===== src/rtl/timer_apb_pkg.sv =====
// Shared types and constants for the timer APB arbiter.
package timer_apb_pkg;

  localparam int unsigned ApbAddrW          = 8;
  localparam int unsigned ApbDataW          = 8;
  localparam int unsigned TimeoutCycDefault = 16;

  typedef enum logic [1:0] {
    StIdle,
    StSetup,
    StAccess
  } apb_state_e;

endpackage


===== src/rtl/rr_arbiter.sv =====
// Round-robin grant: combinational one-hot grant, pointer advances past the winner on upd_i.
module rr_arbiter #(
  parameter int unsigned N    = 2,
  parameter int unsigned IdxW = 1
) (
  input  logic            clk_i,
  input  logic            rst_i,
  input  logic            upd_i,
  input  logic [N-1:0]    req_i,
  output logic [N-1:0]    gnt_o,
  output logic [IdxW-1:0] gnt_idx_o
);

  logic [IdxW-1:0] ptr_q;
  logic [IdxW-1:0] idx;
  logic            found;

  // Scan from the pointer upward, wrapping; first requester found wins.
  always_comb begin
    gnt_o     = '0;
    gnt_idx_o = '0;
    found     = 1'b0;
    idx       = '0;
    for (int unsigned k = 0; k < N; k++) begin
      idx = IdxW'((32'(ptr_q) + k) % N);
      if (!found && req_i[idx]) begin
        found      = 1'b1;
        gnt_o[idx] = 1'b1;
        gnt_idx_o  = idx;
      end
    end
  end

  always_ff @(posedge clk_i) begin
    if (rst_i) begin
      ptr_q <= '0;
    end else if (upd_i) begin
      ptr_q <= IdxW'((32'(gnt_idx_o) + 32'd1) % N);
    end
  end

endmodule


===== src/rtl/timer_apb_arbiter.sv =====
// APB master sharing the timer's slave port among N_REQ requesters, one transfer at a time.
// Define TIMER_APB_TIMEOUT_EN to abort ACCESS after TIMEOUT_CYC wait cycles with rsp_err set.
module timer_apb_arbiter
  import timer_apb_pkg::*;
#(
  parameter int unsigned N_REQ       = 2,
  parameter int unsigned TIMEOUT_CYC = TimeoutCycDefault
) (
  input  logic                      pclk,
  input  logic                      preset,
  input  logic [N_REQ-1:0]          req_valid,
  input  logic [N_REQ-1:0]          req_write,
  input  logic [N_REQ*ApbAddrW-1:0] req_addr,
  input  logic [N_REQ*ApbDataW-1:0] req_wdata,
  output logic [N_REQ-1:0]          req_ready,
  output logic [N_REQ-1:0]          rsp_valid,
  output logic [ApbDataW-1:0]       rsp_rdata,
  output logic                      rsp_err,
  output logic                      psel,
  output logic                      penable,
  output logic                      pwrite,
  output logic [ApbAddrW-1:0]       paddr,
  output logic [ApbDataW-1:0]       pwdata,
  input  logic [ApbDataW-1:0]       prdata,
  input  logic                      pready
);

  localparam int unsigned IdxW = $clog2(N_REQ);

  if (N_REQ < 2 || N_REQ > 8 || TIMEOUT_CYC == 0) begin : g_param_err
    $error("timer_apb_arbiter: N_REQ must be 2..8 and TIMEOUT_CYC nonzero");
  end

  apb_state_e      state_q, state_d;
  logic [N_REQ-1:0] gnt;
  logic [IdxW-1:0] gnt_idx, idx_q;
  logic            accept, done, timeout;

  rr_arbiter #(
    .N    (N_REQ),
    .IdxW (IdxW)
  ) u_rr_arbiter (
    .clk_i     (pclk),
    .rst_i     (preset),
    .upd_i     (accept),
    .req_i     (req_valid),
    .gnt_o     (gnt),
    .gnt_idx_o (gnt_idx)
  );

`ifdef TIMER_APB_TIMEOUT_EN
  localparam int unsigned CntW = $clog2(TIMEOUT_CYC + 1);
  logic [CntW-1:0] wait_q;
  logic            err_q;

  // Fires on the wait cycle that would bring the counter to TIMEOUT_CYC.
  assign timeout = !pready && (wait_q == CntW'(TIMEOUT_CYC - 1));
  assign rsp_err = err_q;

  always_ff @(posedge pclk) begin
    if (preset) begin
      wait_q <= '0;
      err_q  <= 1'b0;
    end else begin
      if (state_q == StSetup) begin
        wait_q <= '0;
      end else if (state_q == StAccess && !pready) begin
        wait_q <= wait_q + 1'b1;
      end
      if (done) begin
        err_q <= timeout;
      end
    end
  end
`else
  assign timeout = 1'b0;
  assign rsp_err = 1'b0;
`endif

  always_comb begin
    state_d = state_q;
    accept  = 1'b0;
    done    = 1'b0;
    unique case (state_q)
      StIdle: begin
        if (|req_valid) begin
          accept  = 1'b1;
          state_d = StSetup;
        end
      end
      StSetup:  state_d = StAccess;
      StAccess: begin
        if (pready || timeout) begin
          done    = 1'b1;
          state_d = StIdle;
        end
      end
      default:  state_d = StIdle;
    endcase
  end

  assign psel      = (state_q != StIdle);
  assign penable   = (state_q == StAccess);
  assign req_ready = (state_q == StIdle && !preset) ? gnt : '0;

  always_ff @(posedge pclk) begin
    if (preset) begin
      state_q   <= StIdle;
      idx_q     <= '0;
      pwrite    <= 1'b0;
      paddr     <= '0;
      pwdata    <= '0;
      rsp_valid <= '0;
      rsp_rdata <= '0;
    end else begin
      state_q   <= state_d;
      rsp_valid <= '0;
      if (accept) begin
        idx_q  <= gnt_idx;
        pwrite <= req_write[gnt_idx];
        paddr  <= req_addr[gnt_idx*ApbAddrW +: ApbAddrW];
        pwdata <= req_wdata[gnt_idx*ApbDataW +: ApbDataW];
      end
      if (done) begin
        rsp_valid <= N_REQ'(1) << idx_q;
        rsp_rdata <= (pwrite || timeout) ? '0 : prdata;
      end
    end
  end

endmodule


===== config.mk =====
export PLATFORM = sky130hd
export DESIGN_NAME = timer_apb_arbiter
export DESIGN_NICKNAME = d
export VERILOG_FILES = /design/src/rtl/timer_apb_pkg.sv /design/src/rtl/rr_arbiter.sv /design/src/rtl/timer_apb_arbiter.sv
export SDC_FILE = /design/constraint.sdc
export NUM_CORES = 1
export LEC_CHECK = 0
export ABC_CLOCK_PERIOD_IN_PS = 1600
export BUFFER_PORTS_ARGS = -buffer_cell sky130_fd_sc_hd__buf_2
export CAP_MARGIN = 25
export CORE_UTILIZATION = 45
export DETAILED_ROUTE_END_ITERATION = 8
export HOLD_SLACK_MARGIN = 0.08
export PLACE_DENSITY_LB_ADDON = 0.2
export SLEW_MARGIN = 0
export SYNTH_ARGS = -nofsm -noshare
export SYNTH_HDL_FRONTEND = slang
export SYNTH_SLANG_ARGS = --single-unit

===== constraint.sdc =====
create_clock -name pclk -period 1.6 [get_ports pclk]
set_clock_uncertainty 0.1 [all_clocks]
set_input_delay 0.08 -clock pclk [delete_from_list [all_inputs] [get_ports pclk]]
set_output_delay 0.08 -clock pclk [all_outputs]
set_load 0.005 [all_outputs]

==> results.tsv, run 1 <==
stage	metric	value	unit
status	outcome	finished clean	
sta	min_period	1.52	ns
synthesis	synth_area_leaders	dfxtp_1, a311oi_2, nand3_1	
clocking	ctsLongestPathBuffers	2	
drt	finalWirelength	4590	um
drt	avgRoutedWirePerCell	14.4	um
setup_path	arrival	1.70	ns
global_route	grtUsageMet3	8.23	%
setup_path	cp_data_required_time	1.78	ns
global_route	antenna_found_initial	0	
placed_design	pre_cts_ws	0.0888	ns
global_route	busiest_layer	met2	
die	dieArea	0.00362	mm^2
final_layout	final_net_count	320	
die	num_rows	20	
clocking	clkLatencyLatePin	0.34	ns
synthesis	synth_top_area_share	40.7	%
sta	setup_viol	0	
job	maxCapViolCount	0	
pwr	power_density	781	mW/mm^2
drt	drt_iter0_markers	66	
die	core	0.00313	mm^2
synthesis	synth_commonest_cells	dfxtp_1, nand3_1, o21ai_0	
setup_path	slowest_stage	dlygate4sd3_1	
setup_path	criticalPathCategory	reg -> reg	
synthesis	avgSynthCellArea	10.2	um^2
sta	grt_setup_unrepaired	no	
synthesis	netlist_instances	149	
setup_path	critPathMaxStageDelay	0.62	ns
global_route	grt_overflow	0	
clocking	cts_root_buffer	clkbuf_4	
clocking	cts_tree	built	
final_layout	antenna_cells	0	
clocking	cts_inserted_buffers	5	
global_route	track_usage	28.2	%
synthesis	synth_most_common_cell	dfxtp_1	
drt	vias_per_cell	5.34	
die	die_h	60.2	um
placed_design	hpwl	2790	um
pwr	leakage	1.07	nW
placed_design	portBuffers	77	
sta	fin_tns_setup	0	ns
synthesis	synth_nets	196	
global_route	met2_usage	48.7	%
synthesis	synth_area	0.00152	mm^2
synthesis	synth-seq-cells	31	
pwr	irDropWorstVdd	560	uV
global_route	grt_pass1_vias	1653	
worst_hold_path	hp-class	in -> reg	
synthesis	synth_edf_count	0	
final_layout	nFillCells	227	
drt	vias	1698	
synthesis	yosysSeqAreaShare	40.7	%
die	fp.dieW	60.2	um
final_layout	final_layout_size_suffix_gt1_share	44.2	%
worst_hold_path	min_from	req_valid[1]	
drt	drc	0	
setup_path	crit_chain	nand4bb_1 -> dlygate4sd3_1 -> nor2_1	
die	initial_core_util	48.7	%
sta	slew_viol_final	0	
setup_path	end_kind	flip-flop	
global_route	grt_max_degree	22	
sta	slew_headroom	45.3	%
global_route	grt.met1_usage	32.7	%
setup_path	cp_max_fo	4	
placed_design	dpl.cell_count	261	
die	top_level_ports	79	
placed_design	place_congestion	0.743	
synthesis	async_reset_ff_share	0	%
clocking	htreeDepth	2	
final_layout	areaGrowthSynthToFinish	59.3	%
setup_path	startpoint	state_q[1]	
sta	finalHoldViolCount	0	
synthesis	yosys.area.top_type	dfxtp_1	
sta	worstMarginPinSlew	0.820	ns
drt	first_pass_iters	4	
final_layout	instances_no_fill	318	
clocking	numClockSinks	31	
drt	ant_nets	0	
sta	min_period_over_period	94.9	%
synthesis	ys_warn_count	0	
global_route	grt_pass1_wl	7430	um
final_layout	fin_util	77.6	%
setup_path	r2r-start	state_q[1]	
sta	final.setup.worst_slack	0.0822	ns
synthesis	ys_types	32	
synthesis	ys_dominant_reg_cell	dfxtp_1	
sta	fmax	0.659	GHz
setup_path	cp-start-kind	flip-flop	
clocking	clk_pin_slew	0.10	ns
## stage by stage
stage / power (mW) / instance area [um^2] / hold WS (ns)
floorplan: 1.23 / 1520 / 0.0953
global placement: 1.35 / 1870 / 0.190
detailed placement: 1.37 / 1870 / 0.196
CTS: 1.91 / 2420 / 0.148
global route: 2.00 / 2430 / 0.183
finish: 1.90 / 2430 / 0.167
## power by group
part / total [mW] / internal, mW / switching [mW] / leakage, nW
clock: 0.431 / 0.163 / 0.268 / 0.0347
combinational: 0.574 / 0.298 / 0.276 / 0.783
sequential: 0.891 / 0.841 / 0.0495 / 0.255
total: 1.90 / 1.30 / 0.593 / 1.07
## cell usage in the layout, fill, tap and decap left out, drive strengths merged
cell type | netlist | layout
o211a | 1 | 1
conb | 1 | 1
a21oi | 19 | 19
nor3 | 1 | 1
nand3 | 18 | 18
nand2 | 1 | 1
a311oi | 17 | 17
clkbuf | 2 | 5
mux2i | 1 | 1
nand4bb | 1 | 1
nand2b | 1 | 1
nor4 | 1 | 1
buf | 12 | 83
dfxtp | 31 | 31
clkinv | 0 | 3
nor2 | 8 | 8
inv | 4 | 4
or2 | 1 | 1
o21ai | 18 | 18
and4 | 1 | 1
dlygate4sd3 | 0 | 48
a22o | 8 | 8
and2b | 2 | 2
## final timing paths
| path | to | slack (ns) | cells past startpoint |
|---|---|---|---|
| worst max-delay path | rsp_valid[0] | 0.08 | 3 |
| worst min-delay path | pwdata[7] | 0.17 | 4 |
| worst max register to register | rsp_valid[0] | 0.08 | 3 |
| worst min register to register | rsp_valid[1] | 0.35 | 2 |
## worst max-delay path: cells and delay by family (launching register included)
kind	cells	cell delay, ns
buffers and inverters	1	0.62
AND/OR/NAND/NOR	2	0.30
flip-flops	1	0.44
## flip-flops by register name, summed over array words and instances (netlist names)
| name | count |
|---|---|
| u_rr_arbiter.ptr_q | 1 |
| state_q | 2 |
| paddr | 8 |
| pwdata | 8 |
| pwrite | 1 |
| rsp_rdata | 8 |
| idx_q | 1 |
| rsp_valid | 2 |
## what timing repair did
item,in CTS,in global routing
buffers inserted,1,0
hold endpoints to repair,29,0
resized for setup,2,2
hold buffers,48,0
endpoints found under the setup margin,1,2
## per-layer routing
layer	up-vias	wire length, um
li1	811	-
met1	805	1850
met2	72	2370
met3	10	309
met4	0	60
met5	-	0
## kinds of logic (layout without fill, tap and decap cells)
kind of cell           Yosys count  in the layout  share of synthesized area, %
AO/OA/AOI/OAI                   63             63                          34.9
AND/OR/NAND/NOR                 35             35                          13.7
multiplexers                     1              1                         0.657
buffers and inverters           18            143                          9.77
other                            1              1                         0.246
flip-flops                      31             31                          40.7
## layout make-up
class	instances	area (um^2)	share of cell area [%]
multi-input cells	100	766	31.5
repair buffers	131	918	37.8
inverters	4	15.0	0.619
clock buffers	5	37.5	1.55
clock inverters	3	15.0	0.619
flip-flops and latches	31	621	25.6
well taps	44	55.1	2.27
Power figures use the tool's default switching activity.
==> inputs of run 2 (changes only) <==
--- a/config.mk
+++ b/config.mk
@@ -8,9 +8,11 @@
 export ABC_CLOCK_PERIOD_IN_PS = 1600
 export BUFFER_PORTS_ARGS = -buffer_cell sky130_fd_sc_hd__buf_2
 export CAP_MARGIN = 25
+export CORE_ASPECT_RATIO = 1.1
 export CORE_UTILIZATION = 45
 export DETAILED_ROUTE_END_ITERATION = 8
 export HOLD_SLACK_MARGIN = 0.08
+export MAX_ROUTING_LAYER = met4
 export PLACE_DENSITY_LB_ADDON = 0.2
 export SLEW_MARGIN = 0
 export SYNTH_ARGS = -nofsm -noshare
==> run 2 against run 1 <==
  * The flow now finishes with violations (design-rule violations)
  * First-iteration DRC count shrank 36%
  * Clock power grew 7.0%
  * Count of clock-buffer cells in the layout grew 1
  * Die area is essentially flat
  * Power grew 2.3%
  * Design area grew 1.2%
  * Worst setup slack lost 0.047 ns
  * Sequential share of layout area shrank 0.21 points
  * Combinational power grew 2%
  * Sequential power is essentially flat
  * Global-route usage grew 0.25 points
  * Highest routed layer unchanged
==> results.tsv, run 2 (synthesis gave the netlist of run 1 again) <==
stage	metric	value	unit
setup_path	arrival	1.38	ns
clocking	clk_pin_slew	0.09	ns
global_route	grt_pass1_vias	1774	
pwr	p_sw	0.586	mW
final_layout	antenna_cells	0	
pwr	leakage	1.09	nW
clocking	htreeDepth	2	
clocking	clkLatencyLatePin	0.32	ns
final_layout	final_net_count	323	
die	dieArea	0.00362	mm^2
sta	min_period_over_period	97.8	%
pwr	seqPwrFrac	45.9	%
die	core	0.00313	mm^2
drt	vias_per_cell	5.39	
final_layout	areaGrowthSynthToFinish	61.2	%
global_route	grt_max_degree	20	
final_layout	nFillCells	213	
final_layout	final_layout_size_suffix_gt1_share	44.6	%
final_layout	top_regs	paddr (8), pwdata (8), rsp_rdata (8)	
final_layout	layout_commonest_cell	buf_2	
placed_design	dpl.cell_count	253	
placed_design	hpwl	2700	um
die	fp.dieW	57.5	um
final_layout	final_cell_mix	buf_2, dlygate4sd3_1, dfxtp_1	
pwr	power_density	789	mW/mm^2
status	outcome	finished, violations left	
setup_path	cp_data_required_time	1.42	ns
setup_path	cp_max_fo	18	
pwr	irDropWorstVdd	478	uV
worst_hold_path	hp-class	in -> reg	
clocking	ctsLongestPathBuffers	2	
drt	drc	4	
pwr	switching_share	30.2	%
drt	finalWirelength	4720	um
global_route	grt_pass1_wl	7750	um
sta	slew_headroom	63.5	%
sta	setup_viol	0	
clocking	post_cts_buffers	0	
drt	drt_iter0_markers	42	
pwr	p_comb_share	30.3	%
placed_design	place_congestion	0.747	
die	num_rows	21	
global_route	track_usage	28.4	%
sta	worstMarginPinSlew	0.546	ns
pwr	power.share.clock	23.8	%
clocking	numClockSinks	31	
pwr	p_int	1.35	mW
clocking	cts_tree	built	
clocking	cts_root_buffer	clkbuf_4	
drt	vias	1670	
die	die_h	63.0	um
setup_path	cp-start-kind	primary input	
setup_path	end_kind	primary output	
final_layout	fin_util	78.6	%
sta	fmax	0.639	GHz
sta	finalHoldViolCount	0	
placed_design	placed_area	0.00187	mm^2
setup_path	criticalPathCategory	in -> out	
clocking	cts_inserted_buffers	5	
drt	first_pass_iters	6	
drt	ant_nets	0	
drt	avgRoutedWirePerCell	15.2	um
die	top_level_ports	79	
die	initial_core_util	48.7	%
global_route	grt_overflow	0	
final_layout	instances_no_fill	310	
status	violations	design-rule violations	
global_route	antenna_found_initial	0	
placed_design	portBuffers	77	
sta	min_period	1.56	ns
sta	slew_viol_final	0	
job	maxCapViolCount	0	
sta	holdWs	0.122	ns
final_layout	finish.instance_area	0.00246	mm^2
[run 2: cell types whose count changed in the layout (fill, tap and decap cells not counted)]
cell / before / now
nor2_2: 2 / 1
clkbuf_8: 0 / 1
nor3_2: 0 / 1
buf_8: 1 / 0
nor4_2: 1 / 0
buf_12: 0 / 1
nor3_1: 1 / 0
dfxtp_1: 31 / 29
dlygate4sd3_1: 48 / 50
nor4_1: 0 / 1
clkinv_2: 3 / 1
buf_4: 5 / 6
dfxtp_2: 0 / 2
nor2_4: 1 / 2
[run 2: worst max-delay path, stage by stage]
cell           delay (ns)
dlygate4sd3_1        0.54
buf_2                0.16
and2b_4              0.24
nor4_1               0.19
buf_2                0.17
[run 2: repair_timing]
| action | CTS | global route |
|---|---|---|
| setup endpoints to repair | 1 | 3 |
| hold buffers | 50 | 0 |
| pin swaps | 0 | 1 |
| gates resized for setup | 2 | 6 |
| endpoints found under the hold margin | 30 | 0 |
[run 2: cell type report]
type,instances,area [um^2],area share [%]
repair buffers,134,951,38.7
multi-input cells,100,769,31.3
flip-flops and latches,31,623,25.4
clock buffers,6,51.3,2.09
well taps,34,42.5,1.73
inverters,4,15.0,0.611
clock inverters,1,5.00,0.204
[run 2: metal layers]
metal  vias to the layer above  part of all wire [%]  GRT usage [%]
met5                         -                     0              -
met4                         0                   1.3           11.9
met3                         6                   4.6           5.18
met2                        57                    54           49.1
met1                       789                    40           31.5
li1                        818                     -              -
[run 2: power by group through the flow]
stage	registers (mW)	clock network [mW]	logic, mW
detailed placement	0.904	0	0.467
floorplan	0.906	0	0.320
CTS	0.886	0.473	0.568
global route	0.898	0.502	0.642
finish	0.891	0.461	0.587
global placement	0.902	0	0.449
[run 2: worst paths after layout]
check / start / end / slack [ns] / cells after the start
setup / recovery: req_valid[0] / req_ready[1] / 0.04 / 5
hold / removal: preset / u_rr_arbiter.ptr_q / 0.12 / 4
setup reg to reg: state_q[1] / state_q[0] / 0.06 / 4
hold reg to reg: idx_q / rsp_valid[1] / 0.35 / 2
[run 2: stage by stage]
step                      setup WS [ns]  setup TNS (ns)  power (mW)
after floorplan                   0.387               0        1.23
after global placement            0.339               0        1.35
after detailed placement          0.276               0        1.37
after CTS                       0.00133               0        1.93
after global routing            -0.0293         -0.0293        2.04
final                            0.0351               0        1.94
==> inputs of run 3 (changes only) <==
--- a/config.mk
+++ b/config.mk
@@ -13,7 +13,7 @@
 export DETAILED_ROUTE_END_ITERATION = 8
 export HOLD_SLACK_MARGIN = 0.08
 export MAX_ROUTING_LAYER = met4
-export PLACE_DENSITY_LB_ADDON = 0.2
+export PLACE_DENSITY = 0.8
 export SLEW_MARGIN = 0
 export SYNTH_ARGS = -nofsm -noshare
 export SYNTH_HDL_FRONTEND = slang
==> run 3 against run 2 <==
  * Via count increased by 1.5%
  * Maximum frequency increased by 1.3%
  * Largest cell class unchanged
  * Die area unchanged
  * The run still ends with design-rule violations left
  * Critical path depth decreased by 1
==> results.tsv, run 3 (synthesis gave the netlist of run 1 again) <==
stage	metric	value	unit
status	outcome	finished, violations left	
status	violations	design-rule violations	
sta	min_period_over_period	96.5	%
sta	fmax	0.647	GHz
placed_design	portBuffers	77	
setup_path	end_kind	primary output	
setup_path	cp-start-kind	flip-flop	
die	initial_core_util	48.7	%
final_layout	multi_input_area	774	um^2
die	core	0.00313	mm^2
final_layout	layout_commonest_cell	buf_2	
sta	min_period	1.54	ns
global_route	grt_overflow	0	
pwr	p_total	1.92	mW
drt	first_pass_iters	6	
setup_path	reg2reg_slack	0.17	ns
setup_path	critPathMaxStageDelay	0.36	ns
pwr	leakage	1.10	nW
setup_path	critPathTopFamily	simple AND/OR/NAND/NOR gates	
placed_design	pre_cts_ws	0.262	ns
setup_path	cp_data_required_time	1.42	ns
die	top_level_ports	79	
sta	final.setup.worst_slack	0.0553	ns
pwr	irDropWorstVdd	577	uV
clocking	ctsLongestPathBuffers	2	
drt	ant_nets	0	
sta	grt_setup_unrepaired	yes	
setup_path	arrival	1.36	ns
sta	fin_tns_setup	0	ns
placed_design	hpwl	2670	um
die	dieArea	0.00362	mm^2
drt	drt_iter0_markers	73	
final_layout	areaGrowthSynthToFinish	61.2	%
setup_path	path_depth	4	
global_route	grt_pass1_vias	1726	
global_route	track_usage	28.8	%
final_layout	final_cell_mix	buf_2, dlygate4sd3_1, dfxtp_1	
clocking	numClockSinks	31	
clocking	cts_tree	built	
setup_path	criticalPathCategory	reg -> out	
drt	drc	5	
setup_path	slowest_stage	dfxtp_2	
setup_path	r2r-start	u_rr_arbiter.ptr_q	
final_layout	antenna_cells	0	
drt	avgRoutedWirePerCell	15.5	um
setup_path	crit_chain	nor2_4 -> buf_8 -> and4_1 -> buf_2	
pwr	power_density	781	mW/mm^2
final_layout	final_layout_size_suffix_gt1_share	44.6	%
final_layout	top_regs	paddr (8), pwdata (8), rsp_rdata (8)	
final_layout	seqCellArea	623	um^2
setup_path	cp_max_fo	11	
clocking	htreeDepth	2	
clocking	cts_inserted_buffers	5	
die	fp.dieW	57.5	um
job	maxCapViolCount	0	
placed_design	place_congestion	0.756	
die	die_h	63.0	um
setup_path	worstRegToRegCells	3	
sta	finalHoldViolCount	0	
drt	finalWirelength	4800	um
worst_hold_path	hp-class	in -> reg	
global_route	grt_pass1_wl	7790	um
sta	setup_viol	0	
die	num_rows	21	
clocking	clk_pin_slew	0.10	ns
final_layout	final_net_count	322	
drt	vias_per_cell	5.47	
clocking	cts_root_buffer	clkbuf_4	
global_route	grt_max_degree	19	
setup_path	startpoint	state_q[0]	
setup_path	crit_end	req_ready[0]	
clocking	clkLatencyLatePin	0.33	ns
global_route	antenna_found_initial	0	
drt	vias	1695	
final_layout	nFillCells	205	
setup_path	timing.rr.end	pwdata[0]	
sta	slew_viol_final	0	
setup_path	worst-path-buf-inv	2	
run 3: how the worst min path moves through the flow:
| stage | start | to | cells after the start |
|---|---|---|---|
| floorplan | preset | req_ready[1] | 1 |
| detailed placement | prdata[3] | rsp_rdata[3] | 2 |
| CTS | preset | rsp_valid[1] | 3 |
| finish | preset | rsp_valid[1] | 3 |
| global route | preset | rsp_valid[1] | 3 |
| global placement | prdata[3] | rsp_rdata[3] | 2 |
run 3: through the flow:
step / cells / utilization [%] / cell area (um^2) / hold WS (ns)
after floorplan: 149 / - / 1520 / 0.0953
after global placement: 253 / 60.2 / 1880 / 0.192
after detailed placement: 253 / 60.2 / 1880 / 0.194
after CTS: 309 / 77.5 / 2420 / 0.0809
after global routing: 310 / 78.6 / 2460 / 0.111
final: 310 / 78.6 / 2460 / 0.0945
run 3: report_power, final:
part / total (mW) / leakage [nW] / internal, mW / switching (mW)
Combinational: 0.601 / 0.812 / 0.313 / 0.288
Clock: 0.426 / 0.0293 / 0.171 / 0.255
Sequential: 0.891 / 0.256 / 0.842 / 0.0495
run 3: tightest hold or removal path, delay by kind of cell:
family	cells	cell delay (ns)
simple gates	2	0.25
buf+inv	1	0.14
run 3: layout make-up:
cell class                 instances  area share [%]
inverter                           4           0.713
tap                               34            1.73
clock buffer                       7            1.83
sequential                        31            25.4
multi-input combinational        100            31.5
clock inverter                     1           0.204
timing repair buffer             133            38.6
run 3: per-layer routing:
metal  global-route usage [%]  up-vias  part of all wire, %
li1                         -      822                    -
met1                     30.1      786                   40
met2                     49.4       75                   51
met3                     6.00       12                  6.4
met4                     15.9        0                  2.3
met5                        -        -                    0
run 3: what timing repair did:
action | CTS | global route
gates resized for setup | 2 | 7
setup endpoints to repair | 1 | 3
pin swaps | 0 | 1
hold buffers | 48 | 0
setup buffers | 0 | 1
hold endpoints to repair | 30 | 0
